File: src/rtl/thz_pkg.sv
// Shared definitions for the RAM-to-UART dump block: FSM state encoding,
// default frame header byte and RAM read latency.
package thz_pkg;

  localparam logic [7:0] SYNC_BYTE_DEFAULT = 8'hAA;
  localparam int         RD_LAT            = 2;

  typedef enum logic [3:0] {
    ST_IDLE,
    ST_HDR_ISSUE,
    ST_HDR_WAIT,
    ST_LEN_H_ISSUE,
    ST_LEN_H_WAIT,
    ST_LEN_L_ISSUE,
    ST_LEN_L_WAIT,
    ST_RD_REQ,
    ST_RD_WAIT,
    ST_DATA_ISSUE,
    ST_DATA_WAIT,
    ST_CSUM_ISSUE,
    ST_CSUM_WAIT
  } state_e;

  // Issue sub-states are the only cycles in which a byte is handed to the UART.
  function automatic logic is_issue(state_e s);
    return (s == ST_HDR_ISSUE) || (s == ST_LEN_H_ISSUE) || (s == ST_LEN_L_ISSUE) ||
           (s == ST_DATA_ISSUE) || (s == ST_CSUM_ISSUE);
  endfunction

endpackage

File: src/rtl/ram_uart_dump.sv
// Reads a block of RAM and sends it over a UART as a framed, checksummed packet:
// SYNC, len_hi, len_lo, data..., checksum (sum of length bytes and data).
//
// state          | meaning
// ---------------+--------------------------------------------------------
// ST_IDLE        | waiting for start, ram_addr held
// ST_HDR_*       | send SYNC byte (issue / wait for complete)
// ST_LEN_H_*     | send length[15:8]
// ST_LEN_L_*     | send length[7:0]
// ST_RD_REQ      | ram_addr is on the bus, arm read-latency countdown
// ST_RD_WAIT     | count down RAM latency, capture read data at terminal count
// ST_DATA_*      | send captured data byte, then advance address
// ST_CSUM_*      | send checksum, done on its complete
module ram_uart_dump #(
  parameter int         ADDR_W    = 15,
  parameter logic [7:0] SYNC_BYTE = thz_pkg::SYNC_BYTE_DEFAULT
) (
  input  logic              sys_clk,
  input  logic              sys_rst,
  input  logic              start,
  input  logic [ADDR_W-1:0] start_addr,
  input  logic [15:0]       length,
  output logic              busy,
  output logic              done,
  output logic [ADDR_W-1:0] ram_addr,
  input  logic [7:0]        ram_rd_data,
  output logic [7:0]        uart_wr_data,
  output logic              uart_wr_en,
  input  logic              uart_wr_complete
);

  import thz_pkg::*;

  state_e            state_q, state_d;
  logic [ADDR_W-1:0] addr_q, addr_d;
  logic [15:0]       len_q, len_d;
  logic [16:0]       remain_q, remain_d;
  logic [7:0]        csum_q, csum_d;
  logic [1:0]        wait_q, wait_d;
  logic [7:0]        data_q, data_d;

  // State and datapath registers with synchronous reset.
  always_ff @(posedge sys_clk) begin
    if (sys_rst) begin
      state_q  <= ST_IDLE;
      addr_q   <= '0;
      len_q    <= '0;
      remain_q <= '0;
      csum_q   <= '0;
      wait_q   <= '0;
      data_q   <= '0;
    end else begin
      state_q  <= state_d;
      addr_q   <= addr_d;
      len_q    <= len_d;
      remain_q <= remain_d;
      csum_q   <= csum_d;
      wait_q   <= wait_d;
      data_q   <= data_d;
    end
  end

  // Next-state and datapath updates; the outgoing byte is loaded on entry to each issue state.
  always_comb begin
    state_d  = state_q;
    addr_d   = addr_q;
    len_d    = len_q;
    remain_d = remain_q;
    csum_d   = csum_q;
    wait_d   = wait_q;
    data_d   = data_q;
    unique case (state_q)
      ST_IDLE: begin
        if (start) begin
          state_d  = ST_HDR_ISSUE;
          len_d    = length;
          remain_d = {1'b0, length};
          csum_d   = '0;
          data_d   = SYNC_BYTE;
          // Only move the shared read port when a read will actually follow.
          if (length != 16'd0) addr_d = start_addr;
        end
      end
      ST_HDR_ISSUE: state_d = ST_HDR_WAIT;
      ST_HDR_WAIT: begin
        if (uart_wr_complete) begin
          state_d = ST_LEN_H_ISSUE;
          data_d  = len_q[15:8];
          csum_d  = csum_q + len_q[15:8];
        end
      end
      ST_LEN_H_ISSUE: state_d = ST_LEN_H_WAIT;
      ST_LEN_H_WAIT: begin
        if (uart_wr_complete) begin
          state_d = ST_LEN_L_ISSUE;
          data_d  = len_q[7:0];
          csum_d  = csum_q + len_q[7:0];
        end
      end
      ST_LEN_L_ISSUE: state_d = ST_LEN_L_WAIT;
      ST_LEN_L_WAIT: begin
        if (uart_wr_complete) begin
          if (remain_q != 17'd0) begin
            state_d = ST_RD_REQ;
          end else begin
            state_d = ST_CSUM_ISSUE;
            data_d  = csum_q;
          end
        end
      end
      ST_RD_REQ: begin
        state_d = ST_RD_WAIT;
        wait_d  = 2'(RD_LAT - 1);
      end
      ST_RD_WAIT: begin
        if (wait_q == 2'd0) begin
          state_d  = ST_DATA_ISSUE;
          data_d   = ram_rd_data;
          csum_d   = csum_q + ram_rd_data;
          remain_d = remain_q - 17'd1;
        end else begin
          wait_d = wait_q - 2'd1;
        end
      end
      ST_DATA_ISSUE: state_d = ST_DATA_WAIT;
      ST_DATA_WAIT: begin
        if (uart_wr_complete) begin
          addr_d = addr_q + ADDR_W'(1);
          if (remain_q != 17'd0) begin
            state_d = ST_RD_REQ;
          end else begin
            state_d = ST_CSUM_ISSUE;
            data_d  = csum_q;
          end
        end
      end
      ST_CSUM_ISSUE: state_d = ST_CSUM_WAIT;
      ST_CSUM_WAIT: begin
        if (uart_wr_complete) state_d = ST_IDLE;
      end
      default: state_d = ST_IDLE;
    endcase
  end

  // Outputs decoded from the registered state.
  always_comb begin
    busy         = (state_q != ST_IDLE);
    done         = (state_q == ST_CSUM_WAIT) && uart_wr_complete;
    uart_wr_en   = is_issue(state_q);
    uart_wr_data = data_q;
    ram_addr     = addr_q;
  end

endmodule

File: config.mk
export PLATFORM = sky130hd
export DESIGN_NAME = ram_uart_dump
export DESIGN_NICKNAME = d
export VERILOG_FILES = /design/src/rtl/thz_pkg.sv /design/src/rtl/ram_uart_dump.sv
export SDC_FILE = /design/constraint.sdc
export NUM_CORES = 1
export LEC_CHECK = 0
export ABC_AREA = 1
export BUFFER_PORTS_ARGS = -buffer_cell sky130_fd_sc_hd__buf_2
export CAP_MARGIN = 10
export CORE_MARGIN = 1.5
export CORE_UTILIZATION = 50
export DETAILED_ROUTE_END_ITERATION = 8
export PLACE_DENSITY = 0.72
export SLEW_MARGIN = 20
export SYNTH_ARGS = -nofsm -noshare
export SYNTH_HDL_FRONTEND = slang
export SYNTH_SLANG_ARGS = --single-unit
File: constraint.sdc
create_clock -name sys_clk -period 2.97 [get_ports sys_clk]
set_input_delay 0.1485 -clock sys_clk [delete_from_list [all_inputs] [get_ports sys_clk]]
set_output_delay 0.1485 -clock sys_clk [all_outputs]
set_load 0.02 [all_outputs]
==> results of run 1 <==
[report_power, final]
group / leakage [nW] / internal [mW] / switching (mW) / total [mW]
clock: 0.0865 / 0.345 / 0.350 / 0.695
sequential: 0.576 / 1.07 / 0.108 / 1.18
combinational: 1.66 / 0.322 / 0.644 / 0.965
[cell families (layout without fill, tap and decap cells)]
kind of cell	count (synthesis)	after routing
XOR/XNOR	11	11
buffers and inverters	104	168
AND/OR/NAND/NOR	341	341
flip-flops	70	70
adder cells (fa/ha/maj)	11	11
AO/OA/AOI/OAI	153	153
[critical path, cell delays in order, from the launching register on]
cell	delay (ns)
dfxtp_1	0.51
inv_2	0.10
nor2_2	0.15
nand2_2	0.16
o21ai_0	0.33
o21bai_1	0.17
ha_1	0.30
a21oi_1	0.16
nand2_1	0.13
a21oi_1	0.20
xor2_1	0.17
nand2_1	0.06
a21oi_1	0.16
[final cells by class]
class                           instances  share of cell area (%)
Multi-Input combinational cell        516                   51.52
Inverter                               80                   6.121
Clock buffer                           14                   3.315
Tap cell                              105                   2.678
Clock inverter                          1                  0.1020
Timing Repair Buffer                   73                   7.702
Sequential cell                        70                   28.56
[worst paths after layout]
kind | from | endpoint | slack, ns | cells after the start
min reg2reg | len_q[1] | len_q[1] | 0.46 | 2
min | length[3] | remain_q[3] | 0.12 | 3
max | state_q[2] | csum_q[5] | 0.27 | 12
max reg2reg | state_q[2] | csum_q[5] | 0.27 | 12
[cell usage after synthesis (all sizes together) (7+ instances only)]
cell	n
nor3	9
xor2	8
ha	10
buf	10
nand3	37
inv	80
o21ai	70
clkbuf	14
a21oi	54
nor2	99
a211oi	8
nand2	182
dfxtp	70
a31oi	7
[layer usage]
layer  part of all wire [%]  vias up  GRT usage, %
met2                     46      183         43.66
met4                    2.0        0         10.42
met5                      0        -             0
met3                    7.0       20         3.318
li1                       -     2363             -
met1                     45     2163         33.90
[per-stage QoR]
| step | area, µm² | setup WS [ns] | utilization (%) |
|---|---|---|---|
| 6_report | 4906 | 0.2713 | 59.11 |
| 5_1_grt | 4906 | 0.06041 | 59.11 |
| 4_1_cts | 4906 | 0.3335 | 59.11 |
| 3_5_place_dp | 4738 | 0.3487 | 57.09 |
| 3_3_place_gp | 4738 | 0.4564 | 57.09 |
| 2_1_floorplan | 4348 | 0.5611 | - |
[sequential cells by signal, indices dropped and copies added (netlist names)]
signal / cells
len_q: 16
ram_addr: 15
remain_q: 17
wait_q: 2
state_q: 4
uart_wr_data: 8
csum_q: 8
==> impl_metrics.py, run 1 <==
metrics = {
    "critical_path": {
        "required_ns": 3.23,
        "cp_max_fo": 10,
        "crit_type": "reg -> reg",
        "cp.arrival_ns": 2.96,
        "worst_setup_path_end_kind": "flop",
        "startpoint_type": "flop",
    },
    "sta": {
        "hold_viol_final": 0,
        "max_clock_freq_mhz": 370.6,
        "min_period_ns": 2.699,
        "slew-limit-headroom_pct": 51.66,
        "hold_ws_ns": 0.1168,
        "min_period_over_period_pct": 90.86,
        "setup-violations-final": 0,
        "rsz0062_at_grt": "false",
        "drv_slew": 0,
        "clock_skew_ns": 0.007446,
        "tns_ns": 0,
        "tightestPinTransition_ns": 0.7251,
    },
    "grt": {
        "grt_pass1_wl_um": 18680,
        "grt_pass1_vias": 4140,
        "antenna_found_initial": 0,
        "grt_use_total_pct": 26.11,
        "grt.overflow.total": 0,
        "grt_max_degree": 41,
    },
    "synth": {
        "synth_cell_types": 39,
        "synth_edf_count": 0,
        "synthSimpleGateAreaFrac_pct": 33.24,
        "async_flop_share_pct": 0,
        "synth_top_family_by_area": "simple AND/OR/NAND/NOR gates",
        "yosys.area.top_type": "dfxtp_1",
        "synth_compound_area_share_pct": 19.28,
        "yosys_most_used_dff": "dfxtp_1",
        "yosysWarnings": 0,
        "syn-cell-area_um2": 4348,
        "synth_xor_area_share_pct": 2.216,
        "synthAdderAreaFrac_pct": 3.338,
        "synthMuxAreaShare_pct": 0,
        "synthTopCellsByArea": "dfxtp_1 (32%), nand2_1 (15%), nor2_1 (8.0%), o21ai_0 (7.5%), a21oi_1 (6.2%)",
        "syn_inst": 690,
        "synth_nets": 744,
        "ys_ff_latch": 70,
        "synth_top_area_share_pct": 32.23,
        "syn_avg_cell_area_um2": 6.301,
        "seq_area_frac_synth_pct": 32.23,
    },
    "run_status": {
        "status": "completed",
    },
    "routing": {
        "drc_errors": 0,
        "drt-total-wl_um": 11820,
        "routedWlPerCell_um": 13.76,
        "vias": 4729,
        "drt_iter0_drc": 216,
        "viasPerCell": 5.505,
        "firstDrtPassIters": 5,
        "drtAntennaViolNets": 0,
    },
    "placement": {
        "port_buffers": 68,
        "gp_congestion": 0.8959,
        "dp.cells": 844,
        "place_hpwl_um": 8697,
    },
    "clock_network": {
        "clk_latency_ns": 0.34,
        "cts_resized": 0,
        "clk_pin_slew_ns": 0.08,
        "cts.sinks": 70,
        "cts_setup_buffers": 0,
        "numCtsBuffers": 9,
        "htree_num_levels": 3,
        "tritoncts": "done",
        "clock-root-buffer": "clkbuf_8",
        "clockBufferDepth": 2,
        "cts_hold_buf": 0,
    },
    "layout": {
        "antenna_cells": 0,
        "area_delta_synth_final_pct": 12.83,
        "layout_commonest_cell": "nand2_1",
        "multiInputGateArea_um2": 2527,
        "layout-drive-gt1-share_pct": 15.65,
        "final_cells": 859,
        "nNetsFinal": 804,
        "regArea_um2": 1401,
        "final_cell_mix": "nand2_1 (175), nor2_1 (92), inv_1 (70), dfxtp_1 (70), buf_2 (68)",
        "fillers": 820,
    },
    "floorplanning": {
        "coreArea_um2": 8299,
        "fp-row-count": 33,
        "ios": 69,
        "die-area_um2": 9264,
        "die_w_um": 96.25,
        "die_h_um": 96.25,
        "start_util_pct": 52.39,
    },
    "run": {
        "drv_cap": 0,
    },
    "pwr": {
        "ir_worst_vdd_mv": 0.2635,
        "report.power.total_mw": 2.840,
        "powerDensity_nw_per_um2": 578.9,
        "leakage_nw": 2.327,
    },
    "hold_path": {
        "hold_class": "in -> reg",
    },
}
Note: power is estimated with default switching activity, not from simulation.
==> inputs of run 2 (changes only) <==
--- a/config.mk
+++ b/config.mk
@@ -11,7 +11,7 @@
 export CORE_MARGIN = 1.5
 export CORE_UTILIZATION = 50
 export DETAILED_ROUTE_END_ITERATION = 8
-export PLACE_DENSITY = 0.72
+export PLACE_DENSITY_LB_ADDON = 0.1
 export SLEW_MARGIN = 20
 export SYNTH_ARGS = -nofsm -noshare
 export SYNTH_HDL_FRONTEND = slang
==> run 2 against run 1 <==
Net effect: sequential power about the same; clock power grew 35%; sequential share of layout area down 0.40 points.
==> impl_metrics.py, run 2 (synthesis gave the netlist of run 1 again) <==
metrics = {
    "run": {
        "drv_cap": 0,
    },
    "layout": {
        "top_register": "remain_q",
        "nNetsFinal": 804,
        "largest_reg_flops": 17,
        "area_delta_synth_final_pct": 14.45,
        "final_cells": 860,
        "final_cell_mix": "nand2_1 (175), nor2_1 (92), inv_1 (70), dfxtp_1 (70), buf_2 (68)",
        "layout-drive-gt1-share_pct": 15.89,
        "antenna_cells": 0,
        "layout_commonest_cell": "nand2_1",
    },
    "sta": {
        "clock_skew_ns": 0.01454,
        "slew-limit-headroom_pct": 30.08,
        "drv_slew": 0,
        "max_clock_freq_mhz": 384.4,
        "setup-violations-final": 0,
        "tns_ns": 0,
        "tightestPinTransition_ns": 1.042,
        "hold_viol_final": 0,
        "min_period_over_period_pct": 87.58,
        "min_period_ns": 2.601,
        "rsz0062_at_grt": "false",
    },
    "placement": {
        "dp.cells": 844,
        "place_hpwl_um": 8761,
        "gp_congestion": 0.8855,
        "port_buffers": 68,
    },
    "clock_network": {
        "tritoncts": "done",
        "htree_num_levels": 3,
        "numCtsBuffers": 9,
        "clk_latency_ns": 0.35,
        "cts_resized": 0,
        "cts.sinks": 70,
        "cts_hold_buf": 0,
        "cts_setup_buffers": 0,
        "clock-root-buffer": "clkbuf_8",
        "clk_pin_slew_ns": 0.08,
        "clockBufferDepth": 2,
    },
    "run_status": {
        "status": "completed",
    },
    "pwr": {
        "swShare_pct": 36.64,
        "p_switching_mw": 1.128,
        "report.power.total_mw": 3.078,
        "clkPwrFrac_pct": 30.4,
        "p_seq_share_pct": 38.4,
        "leakage_nw": 2.350,
        "ir_worst_vdd_mv": 0.2852,
        "power_frac_comb_pct": 31.2,
        "powerDensity_nw_per_um2": 618.5,
        "internal_power_mw": 1.950,
    },
    "grt": {
        "grt.overflow.total": 0,
        "antenna_found_initial": 0,
        "grt_pass1_wl_um": 19200,
        "grt_use_total_pct": 26.79,
        "grt_max_degree": 41,
        "grt_pass1_vias": 4251,
    },
    "floorplanning": {
        "coreArea_um2": 8299,
        "ios": 69,
        "die_w_um": 96.25,
        "fp-row-count": 33,
        "die-area_um2": 9264,
        "die_h_um": 96.25,
        "start_util_pct": 52.39,
    },
    "routing": {
        "drc_errors": 0,
        "firstDrtPassIters": 5,
        "vias": 4659,
        "drtAntennaViolNets": 0,
        "drt-total-wl_um": 11670,
        "viasPerCell": 5.417,
        "drt_iter0_drc": 203,
        "routedWlPerCell_um": 13.57,
    },
    "critical_path": {
        "worst-path-buf-inv": 3,
        "startpoint_type": "flop",
        "crit_slowest_cell": "dfxtp_1",
        "crit_type": "reg -> reg",
        "required_ns": 3.24,
        "crit_chain": "inv_2 > nor2_2 > nand2_2 > o21ai_0 > o21bai_1 > ha_1 > inv_1 > fa_1 > inv_1 > nand4_1 > nand3_1 > xor2_1 > nand2_1 > a21oi_1",
        "crit_path_frequent_cell": "inv_1",
        "worst_setup_path_end_kind": "flop",
        "cp.arrival_ns": 2.88,
        "cp_max_fo": 10,
        "cp_top_family": "simple AND/OR/NAND/NOR gates",
        "cp_slowest_stage_delay_ns": 0.52,
    },
    "hold_path": {
        "hold_class": "in -> reg",
    },
}
run 2: area by class of cell:
class | count | area, µm²
tap | 105 | 131.4
fill | 804 | 3323
multi-input combinational | 516 | 2527
clock inverter | 6 | 110.1
timing repair buffer | 73 | 377.9
clock buffer | 10 | 127.6
inverter | 80 | 300.3
sequential | 70 | 1401
run 2: path summary, 6_finish.rpt:
path                   start     endpoint  slack [ns]  cells past startpoint
setup / recovery  state_q[2]    csum_q[6]        0.37                     14
hold / removal     length[2]  remain_q[2]        0.10                      3
setup reg to reg  state_q[2]    csum_q[6]        0.37                     14
hold reg to reg     len_q[3]     len_q[3]        0.46                      2
run 2: worst min-delay path, delay by kind of cell:
kind                   cells  cell delay, ns
AND/OR/NAND/NOR            1            0.06
buffers and inverters      1            0.12
AO/OA/AOI/OAI              1            0.08
run 2: layer usage:
metal | GRT usage, % | part of all wire (%)
met3 | 3.949 | 5.7
met2 | 44.60 | 45
met5 | 0 | 0
met1 | 35.16 | 47
met4 | 9.191 | 1.5
run 2: power groups by stage:
stage | Sequential [mW] | Combinational (mW) | Clock, mW
floorplan | 1.25 | 0.651 | 0
global placement | 1.19 | 0.938 | 0
detailed placement | 1.20 | 0.956 | 0
CTS | 1.18 | 0.961 | 0.951
global route | 1.20 | 1.08 | 0.989
finish | 1.18 | 0.961 | 0.936
run 2: metrics by stage:
| stage | area (µm²) | worst slack [ns] | hold WS (ns) | utilization (%) |
|---|---|---|---|---|
| floorplan | 4348 | 0.5611 | 0.3101 | - |
| global placement | 4738 | 0.4830 | 0.4434 | 57.09 |
| detailed placement | 4738 | 0.3968 | 0.4502 | 57.09 |
| global route | 4976 | 0.03742 | 0.1047 | 59.96 |
| CTS | 4976 | 0.3925 | 0.09369 | 59.96 |
| finish | 4976 | 0.3687 | 0.1023 | 59.96 |
